--- src/rtl/mem_pkg.sv ---
`default_nettype none
// ============================================================================
// Module      : mem_pkg
// Description : Shared definitions for the memory responder. Holds the FSM
//               state encoding, the byte-to-word address shift and the
//               default parameter values used by mem_responder.
// Revision    : 1.0 - initial release
// ============================================================================
package mem_pkg;

  typedef enum logic [1:0] {
    IDLE = 2'd0,
    WAIT = 2'd1,
    RESP = 2'd2
  } state_t;

  // Byte address -> word index shift (32-bit words)
  localparam int WORD_SHIFT = 2;

  localparam int DEF_ADDR_W      = 32;
  localparam int DEF_DATA_W      = 32;
  localparam int DEF_DEPTH       = 64;
  localparam int DEF_WAIT_CYCLES = 2;

endpackage : mem_pkg
`default_nettype wire

--- src/rtl/mem_array.sv ---
`default_nettype none
// ============================================================================
// Module      : mem_array
// Description : Word RAM with synchronous write and registered read. The read
//               port samples addr every cycle; contents are never reset.
// Ports       : clk  - clock, rising edge
//               we   - write enable for the current cycle
//               addr - word index
//               wd   - write data
//               rd   - registered read data (read-before-write)
// Revision    : 1.0 - initial release
// ============================================================================
module mem_array #(
  parameter int DEPTH  = 64,
  parameter int DATA_W = 32
) (
  input  logic                     clk,
  input  logic                     we,
  input  logic [$clog2(DEPTH)-1:0] addr,
  input  logic [DATA_W-1:0]        wd,
  output logic [DATA_W-1:0]        rd
);

  logic [DATA_W-1:0] mem_q [DEPTH];
  logic [DATA_W-1:0] rd_q;

  always_ff @(posedge clk) begin
    if (we) begin
      mem_q[addr] <= wd;
    end
    rd_q <= mem_q[addr];
  end

  assign rd = rd_q;

endmodule : mem_array
`default_nettype wire

--- src/rtl/mem_responder.sv ---
`default_nettype none
// ============================================================================
// Module      : mem_responder
// Description : Memory-side responder for the multicycle controller. Accepts
//               one word read/write at a time, waits WAIT_CYCLES states, then
//               returns a one-cycle ready strobe with rd/err. Misaligned or
//               out-of-range addresses respond with err=1, rd=0, no write.
// Ports       : clk   - clock, rising edge
//               reset - asynchronous, active-high
//               req   - access request (held with we/adr/wd until ready)
//               we    - 1 = write, 0 = read
//               adr   - byte address
//               wd    - write data
//               rd    - read data, valid while ready=1, otherwise 0
//               ready - one-cycle response strobe per accepted request
//               err   - error response, valid while ready=1, otherwise 0
// Revision    : 1.0 - initial release
// ============================================================================
module mem_responder
  import mem_pkg::*;
#(
  parameter int ADDR_W      = DEF_ADDR_W,
  parameter int DATA_W      = DEF_DATA_W,
  parameter int DEPTH       = DEF_DEPTH,
  parameter int WAIT_CYCLES = DEF_WAIT_CYCLES
) (
  input  logic              clk,
  input  logic              reset,
  input  logic              req,
  input  logic              we,
  input  logic [ADDR_W-1:0] adr,
  input  logic [DATA_W-1:0] wd,
  output logic [DATA_W-1:0] rd,
  output logic              ready,
  output logic              err
);

  localparam int AW    = $clog2(DEPTH);
  localparam int CNT_W = (WAIT_CYCLES > 0) ? $clog2(WAIT_CYCLES + 1) : 1;

  state_t              state_q, state_d;
  logic [CNT_W-1:0]    cnt_q, cnt_d;
  logic                we_q, we_d;
  logic [ADDR_W-1:0]   adr_q, adr_d;
  logic [DATA_W-1:0]   wd_q, wd_d;
  logic                ready_q, err_q, rd_en_q;
  logic                go_resp;

  // The RAM access happens on the edge that enters RESP. With WAIT_CYCLES=0
  // that edge is also the capture edge, so the live inputs are used while in
  // IDLE and the captured copies otherwise.
  logic                acc_we;
  logic [ADDR_W-1:0]   acc_adr;
  logic [DATA_W-1:0]   acc_wd;
  logic                acc_err;
  logic                mem_we;
  logic [DATA_W-1:0]   mem_rd;

  assign acc_we  = (state_q == IDLE) ? we  : we_q;
  assign acc_adr = (state_q == IDLE) ? adr : adr_q;
  assign acc_wd  = (state_q == IDLE) ? wd  : wd_q;

  // Misaligned, or word index >= DEPTH (any bit above the index field set)
  assign acc_err = (|acc_adr[WORD_SHIFT-1:0]) | (|acc_adr[ADDR_W-1:WORD_SHIFT+AW]);
  assign mem_we  = go_resp & acc_we & ~acc_err;

  always_comb begin
    state_d = state_q;
    cnt_d   = cnt_q;
    we_d    = we_q;
    adr_d   = adr_q;
    wd_d    = wd_q;
    go_resp = 1'b0;
    case (state_q)
      IDLE: begin
        if (req) begin
          we_d  = we;
          adr_d = adr;
          wd_d  = wd;
          cnt_d = CNT_W'(WAIT_CYCLES);
          if (WAIT_CYCLES == 0) begin
            state_d = RESP;
            go_resp = 1'b1;
          end else begin
            state_d = WAIT;
          end
        end
      end
      WAIT: begin
        cnt_d = cnt_q - 1'b1;
        if (cnt_q == CNT_W'(1)) begin
          state_d = RESP;
          go_resp = 1'b1;
        end
      end
      RESP:    state_d = IDLE;
      default: state_d = IDLE;
    endcase
  end

  always_ff @(posedge clk or posedge reset) begin
    if (reset) begin
      state_q <= IDLE;
      cnt_q   <= '0;
      we_q    <= 1'b0;
      adr_q   <= '0;
      wd_q    <= '0;
      ready_q <= 1'b0;
      err_q   <= 1'b0;
      rd_en_q <= 1'b0;
    end else begin
      state_q <= state_d;
      cnt_q   <= cnt_d;
      we_q    <= we_d;
      adr_q   <= adr_d;
      wd_q    <= wd_d;
      ready_q <= go_resp;
      err_q   <= go_resp & acc_err;
      rd_en_q <= go_resp & ~acc_we & ~acc_err;
    end
  end

  mem_array #(
    .DEPTH  (DEPTH),
    .DATA_W (DATA_W)
  ) u_mem_array (
    .clk  (clk),
    .we   (mem_we),
    .addr (acc_adr[WORD_SHIFT +: AW]),
    .wd   (acc_wd),
    .rd   (mem_rd)
  );

  // RAM read register is gated so rd is 0 outside a successful read response
  assign rd    = mem_rd & {DATA_W{rd_en_q}};
  assign ready = ready_q;
  assign err   = err_q;

endmodule : mem_responder
`default_nettype wire

--- config.mk ---
export PLATFORM = sky130hd
export DESIGN_NAME = mem_responder
export DESIGN_NICKNAME = d
export VERILOG_FILES = /design/src/rtl/mem_pkg.sv /design/src/rtl/mem_array.sv /design/src/rtl/mem_responder.sv
export SDC_FILE = /design/constraint.sdc
export NUM_CORES = 2
export LEC_CHECK = 0
export BUFFER_PORTS_ARGS = -buffer_cell sky130_fd_sc_hd__buf_4
export CAP_MARGIN = 40
export CORE_MARGIN = 4
export CORE_UTILIZATION = 30
export DETAILED_ROUTE_END_ITERATION = 10
export GPL_TIMING_DRIVEN = 1
export PLACE_DENSITY = 0.42
export SLEW_MARGIN = 10
export SYNTH_ARGS = -nofsm -noshare
export SYNTH_HDL_FRONTEND = slang
export SYNTH_SLANG_ARGS = --single-unit
--- constraint.sdc ---
create_clock -name clk -period 6.18 [get_ports clk]
set_input_delay 1.545 -clock clk [delete_from_list [all_inputs] [get_ports clk]]
set_output_delay 1.545 -clock clk [all_outputs]
set_load 0.1 [all_outputs]
; ---- Yosys cells after proc, flatten, opt, wreduce, memory -nomap -nowiden
; Memory sizes are Yosys's and may differ from the RTL's. A register that Yosys moved wholly into a read port is not among the register bits.
; Cells that the tools add are included.
[word_totals]
ram_bits = 2048
memories = 1
output_inout_bits = 34
register_bits = 72
input_bits = 68
[op_classes]
eq_ne = 4
n_addsub = 1
muxes = 12
reduce_logical = 7
bitwise_logic = 9
[memory_table]
columns = memory, words, word_bits, rd, rd_ports_with_merged_regs, wr, line
row1 = u_mem_array.mem_q, 64, 32, 1, 1, 1, mem_array.sv:24  ; logic [DATA_W-1:0] mem_q [DEPTH];
[op_table]
columns = cell, count
row1 = two-way mux 32 bit, 2
row2 = bitwise AND 32 bit, 1
row3 = OR reduction 24 bit, 1
row4 = one-hot mux 2 bit (2 select lines), 2
row5 = two-way mux 2 bit, 3
row6 = AND reduction 2 bit, 3
row7 = bitwise AND 1 bit, 5
row8 = two-way mux 1 bit, 5
row9 = "equality test 2 x 1 -> 1 bit, second input constant", 2
row10 = "inequality test 2 bit, second input constant", 2
row11 = zero test 2 bit, 1
row12 = inverter 1 bit, 2
row13 = nonzero test 2 bit, 1
row14 = OR reduction 2 bit, 1
row15 = "subtractor 2 x 1 -> 2 bit, second input constant", 1
row16 = bitwise OR 1 bit, 1

; ---- Longest topological paths before layout
[logic_depth]
ltp_word = 8
depth_mapped = 12

; ---- Cells and area by module
; From an unflattened synthesis, not the netlist that was laid out.
[unflattened]
hier_cells = 4495
hier_area_um2 = 82591.7
[by_module_without_submodules]
columns = module, cells_per_inst, n_inst, area_per_inst_um2, seq_area_each_um2
row1 = mem_array, 4239, 1, 78928.2, 62139.6
row2 = mem_responder, 256, 1, 3663.5, 1801.7

; ---- Worst setup path before layout
; OpenSTA, ideal clock, no wires.
[synth_timing]
path_type = in2reg
from = input adr[3]
to = memory u_mem_array.mem_q[0][0], enable pin
arrival_time_ps = 4694
path_buffers = 6
path_slack_ps = 1065
required_ps = 5759
cell_stages = 10
cell_sequence = buf_2 -> or2_2 -> clkbuf_1 -> o22ai_1 -> buf_2 -> buf_4 -> buf_2 -> buf_2 -> nand2_1 -> nor2_1
[synth_via]
elab_chain_cells = 1
[synth_lines]
columns = item, line
row1 = "start, declared", mem_responder.sv:31  ; input logic [ADDR_W-1:0] adr,
row2 = two-way mux 32 bit, mem_responder.sv:60  ; assign acc_adr = (state_q == IDLE) ? adr : adr_q;
row3 = "end, declared", mem_array.sv:24
; Every way passes these cells.

; ---- Worst setup path in the final report
[layout_timing]
from = register state_q[1]
to = memory u_mem_array.mem_q[9][21], enable pin
[layout_via]
elab_chain_cells = 8
elab_cells_between_ends = 13
[layout_lines]
columns = item, line
row1 = "start, declared", mem_responder.sv:41  ; state_t state_q, state_d;
row2 = "start signal, assigned", mem_responder.sv:112  ; state_q <= state_d;
row3 = zero test 2 bit, "mem_responder.sv:59, mem_responder.sv:60"
row4 = two-way mux 32 bit, mem_responder.sv:60
row5 = OR reduction 24 bit or OR reduction 2 bit (tied branches), mem_responder.sv:64  ; assign acc_err = (|acc_adr[WORD_SHIFT-1:0]) | (|acc_adr[ADDR_W-1:WORD_SHIFT+AW]);
row6 = bitwise OR 1 bit, mem_responder.sv:64
row7 = inverter 1 bit, mem_responder.sv:65  ; assign mem_we = go_resp & acc_we & ~acc_err;
row8 = bitwise AND 1 bit, mem_responder.sv:65
row9 = two-way mux 1 bit, mem_array.sv:28  ; if (we) begin
row10 = two-way mux 1 bit (implied by the code), mem_array.sv:29  ; mem_q[addr] <= wd;
; Parallel ways exist; a longest one is shown, timed or not.

==> reports/results.tsv <==
stage	metric	value	unit
outcome	run_status	finished clean	
setup_path	rr_worst_depth	9	
layout	nets	5718	
min_path	type_of_the_most_critical_hold_path	reg -> reg	
setup_path	cp_max_fo	24	
drt	drtAntennaViolNets	0	
die	die_w	535	um
cts	cts-root-buf	clkbuf_16	
cts	post_cts_hold_buffer_count	0	
cts	cts-htree-levels	4	
global_routing	global_route_overflow	0	
setup_path	r2r-start	state_q[1]$_DFFE_PP0P_	
die	vert_die_dim	535	um
sta	slew_headroom	0.355	
yosys	yosys-top-cells-count	2,048 x edfxtp_1, 591 x o21ai_0, 426 x nand2_1	
cts	cts_resized	0	
yosys	synthesis.instances	5330	
layout	drive_above_1_share	0.175	
die	dieArea	286000	um2
setup_path	cp.required	6.73	ns
die	num_rows	193	
cts	clock-sinks	2152	
yosys	synth.net_count	5399	
cts	tritoncts	yes	
placement	buffer_ports.inserted	101	
die	area_inside_the_core_boundary	276000	um2
yosys	dominantRegCellSynth	edfxtp_1	
sta	fin_skew	0.0398	ns
cts	clock_latency	0.90	ns
drt	viasPerCell	5.84	
power_and_ir_drop	ir_drop	0.411	mV
drt	drcViolationCount	0	
drt	routed_wl	355	mm
min_path	min_delay_worst_endpoint	rd_en_q$_DFF_PP0_	
yosys	ys_warn_count	0	
cts	tritoncts.num_buffers	234	
setup_path	worstSetupPathType	reg -> reg	
yosys	synth_top_area_cell	edfxtp_1	
sta	layout_min_cycle_time	4.55	ns
global_routing	first_pass_grt_wire_length	479	mm
global_routing	grt_start_max_net_pins	94	
yosys	synth_sequential_area_ratio	0.767	
sta	fmax	0.220	GHz
sta	final.period_utilization	0.736	
setup_path	nature_of_the_critical_path_startpoint	flop	
setup_path	r2r_slack	1.63	ns
setup_path	worst-endpoint-arrival	5.10	ns
global_routing	grt_pass1_vias	54067	
drt	detail_route.wl_per_cell	37.1	um
power_and_ir_drop	leak_pwr	31.3	nW
sta	tns	0	ns
drt	dr_total_vias	55905	
global_routing	grt_antenna_before_repair	21	
sta	finalSetupViolCount	0	
sta	max_slew.worst_pin.slew	0.958	ns
global_routing	grt_util_all_layers	0.241	
layout	layout_area_overhead	18.9	%
die	initial_core_util	0.302	
min_path	worst_hold_path_depth	1	
min_path	hold_path_startpoint	we_q$_DFFE_PP0P_	
layout	final_core_util	0.359	
yosys	register_bit_count_reported_by_yosys	2152	
drt	firstDrtPassIters	8	
cts	clockBufferDepth	3	
placement	routabilityCongestion	0.817	
drt	detail_route.iter0.violations	7420	
yosys	number_of_synthesized_flops_with_an_enable_pin	2048	
die	number_of_top_level_design_ports	102	
setup_path	worst_setup_path_end_kind	flop	
cts	clk_transition_reported_paths	0.06	ns
yosys	synth_top_area_frac	0.738	
yosys	synthesis.area	83400	um2
yosys	number_of_distinct_library_cells_after_synthesis	71	
yosys	netlist_top_cells_area	edfxtp_1 74%, o21ai_0 3.5%, a22oi_1 3.0%, dfrtp_1 2.2%, a22o_1 1.9%	
sta	max_slew_vio_count	0	
placement	dpl.hpwl	209	mm
yosys	yosysMostFrequentCell	edfxtp_1	
sta	timing_hold_violations_final	0	
flow_run	max_cap_check_violation_count	0	
yosys	syn-mean-instance-area	15.6	um2
setup_path	crit-reg2reg-capture	u_mem_array.mem_q[9][21]$_DFFE_PP_	
yosys	synth-async-reset-ratio	0.0335	
power_and_ir_drop	power_per_cell_area	479	nW/um2
sta	grt_setup_unrepaired	false	
cts	number_of_setup_buffers_added_after_cts	0	
-- power breakdown --
| part | switching [mW] | total, mW | leakage (nW) | internal (mW) |
|---|---|---|---|---|
| Sequential | 0.328 | 19.3 | 19.6 | 19.0 |
| Combinational | 10.6 | 14.4 | 8.09 | 3.83 |
| Clock | 5.98 | 13.8 | 3.66 | 7.82 |
-- layer usage --
metal / track usage / vias to the layer above / wire (um) / share of wire
met4: 0.0860 / 10 / 13700 / 0.038
met5: 0 / - / 61 / 0.00017
met1: 0.336 / 29750 / 149000 / 0.42
li1: - / 22387 / - / -
met2: 0.380 / 3164 / 163000 / 0.46
met3: 0.0424 / 594 / 29600 / 0.083
-- placed cells by master (no fill, tap or decap), drive strengths merged, types with 15 or more instances in the layout --
cell type and count:
a32oi 15, mux2 113, dfxtp 32, edfxtp 2048
a21oi 72, and2 41, a221o 21, nand4 214
o21ai 597, a2111oi 25, and3 59, diode 15
a31oi 66, a221oi 92, a22oi 334, buf 466
nor4 26, o21bai 41, clkbuf 339, nor2 122
nand2 426, clkinv 81, dfrtp 72, and4 26
a222oi 95, nand3 85, a22o 185, o21a 22
nand4b 18
-- critical path, stage by stage, from the launching register on --
cell	delay (ns)
dfrtp_1	0.89
nor2_4	0.23
buf_4	0.32
nor3_1	0.17
nand3_1	0.09
nand2_1	0.12
and4_1	0.63
nand2_1	0.64
nor2_4	0.75
buf_12	0.30
-- metrics by stage --
step	total power, mW	std cells	hold WS [ns]	instance area (um2)	setup WS, ns
2_1_floorplan	26.1	5330	0.421	83400	1.07
3_3_place_gp	33.5	9088	0.472	91100	0.579
3_5_place_dp	33.8	9115	0.469	91500	0.986
4_1_cts	47.6	9554	0.484	99000	1.62
5_1_grt	49.0	9558	0.494	99100	1.46
6_report	47.5	9572	0.492	99100	1.63
-- registers in the layout, summed over array words and instances, names as in the netlist --
| name | count |
|---|---|
| cnt_q | 2 |
| u_mem_array.rd | 32 |
| wd_q | 32 |
| state_q | 2 |
| err | 1 |
| ready | 1 |
| rd_en_q | 1 |
| adr_q | 32 |
| we_q | 1 |
| u_mem_array.mem_q | 2048 |
-- how the worst max path moves through the flow --
stage / startpoint / to / cells after the start
final: state_q[1]$_DFFE_PP0P_ / u_mem_array.mem_q[9][21]$_DFFE_PP_ / 9
after global routing: state_q[1]$_DFFE_PP0P_ / u_mem_array.mem_q[1][10]$_DFFE_PP_ / 9
after CTS: state_q[1]$_DFFE_PP0P_ / u_mem_array.mem_q[1][10]$_DFFE_PP_ / 9
after detailed placement: adr[4] / u_mem_array.rd[8]$_DFF_P_ / 9
after global placement: adr[4] / u_mem_array.rd[8]$_DFF_P_ / 9
after floorplan: adr[3] / u_mem_array.mem_q[0][0]$_DFFE_PP_ / 10
-- logic make-up after synthesis --
group           after synthesis  synth area share
compound gates             1614             0.133
fa+ha+maj                     1          0.000150
buf+inv                     389            0.0202
flops                      2152             0.767
mux                         116            0.0156
simple gates               1058            0.0637
-- cell type report --
type | count | area [um2]
clock inverter | 100 | 926
inverter | 5 | 20.0
sequential | 2152 | 63900
tap | 3705 | 4640
fill | 26152 | 177000
clock buffer | 339 | 6610
multi-input combinational | 2789 | 18500
timing repair buffer | 467 | 4470
antenna | 15 | 37.5
(Power assumes the default switching activity.)
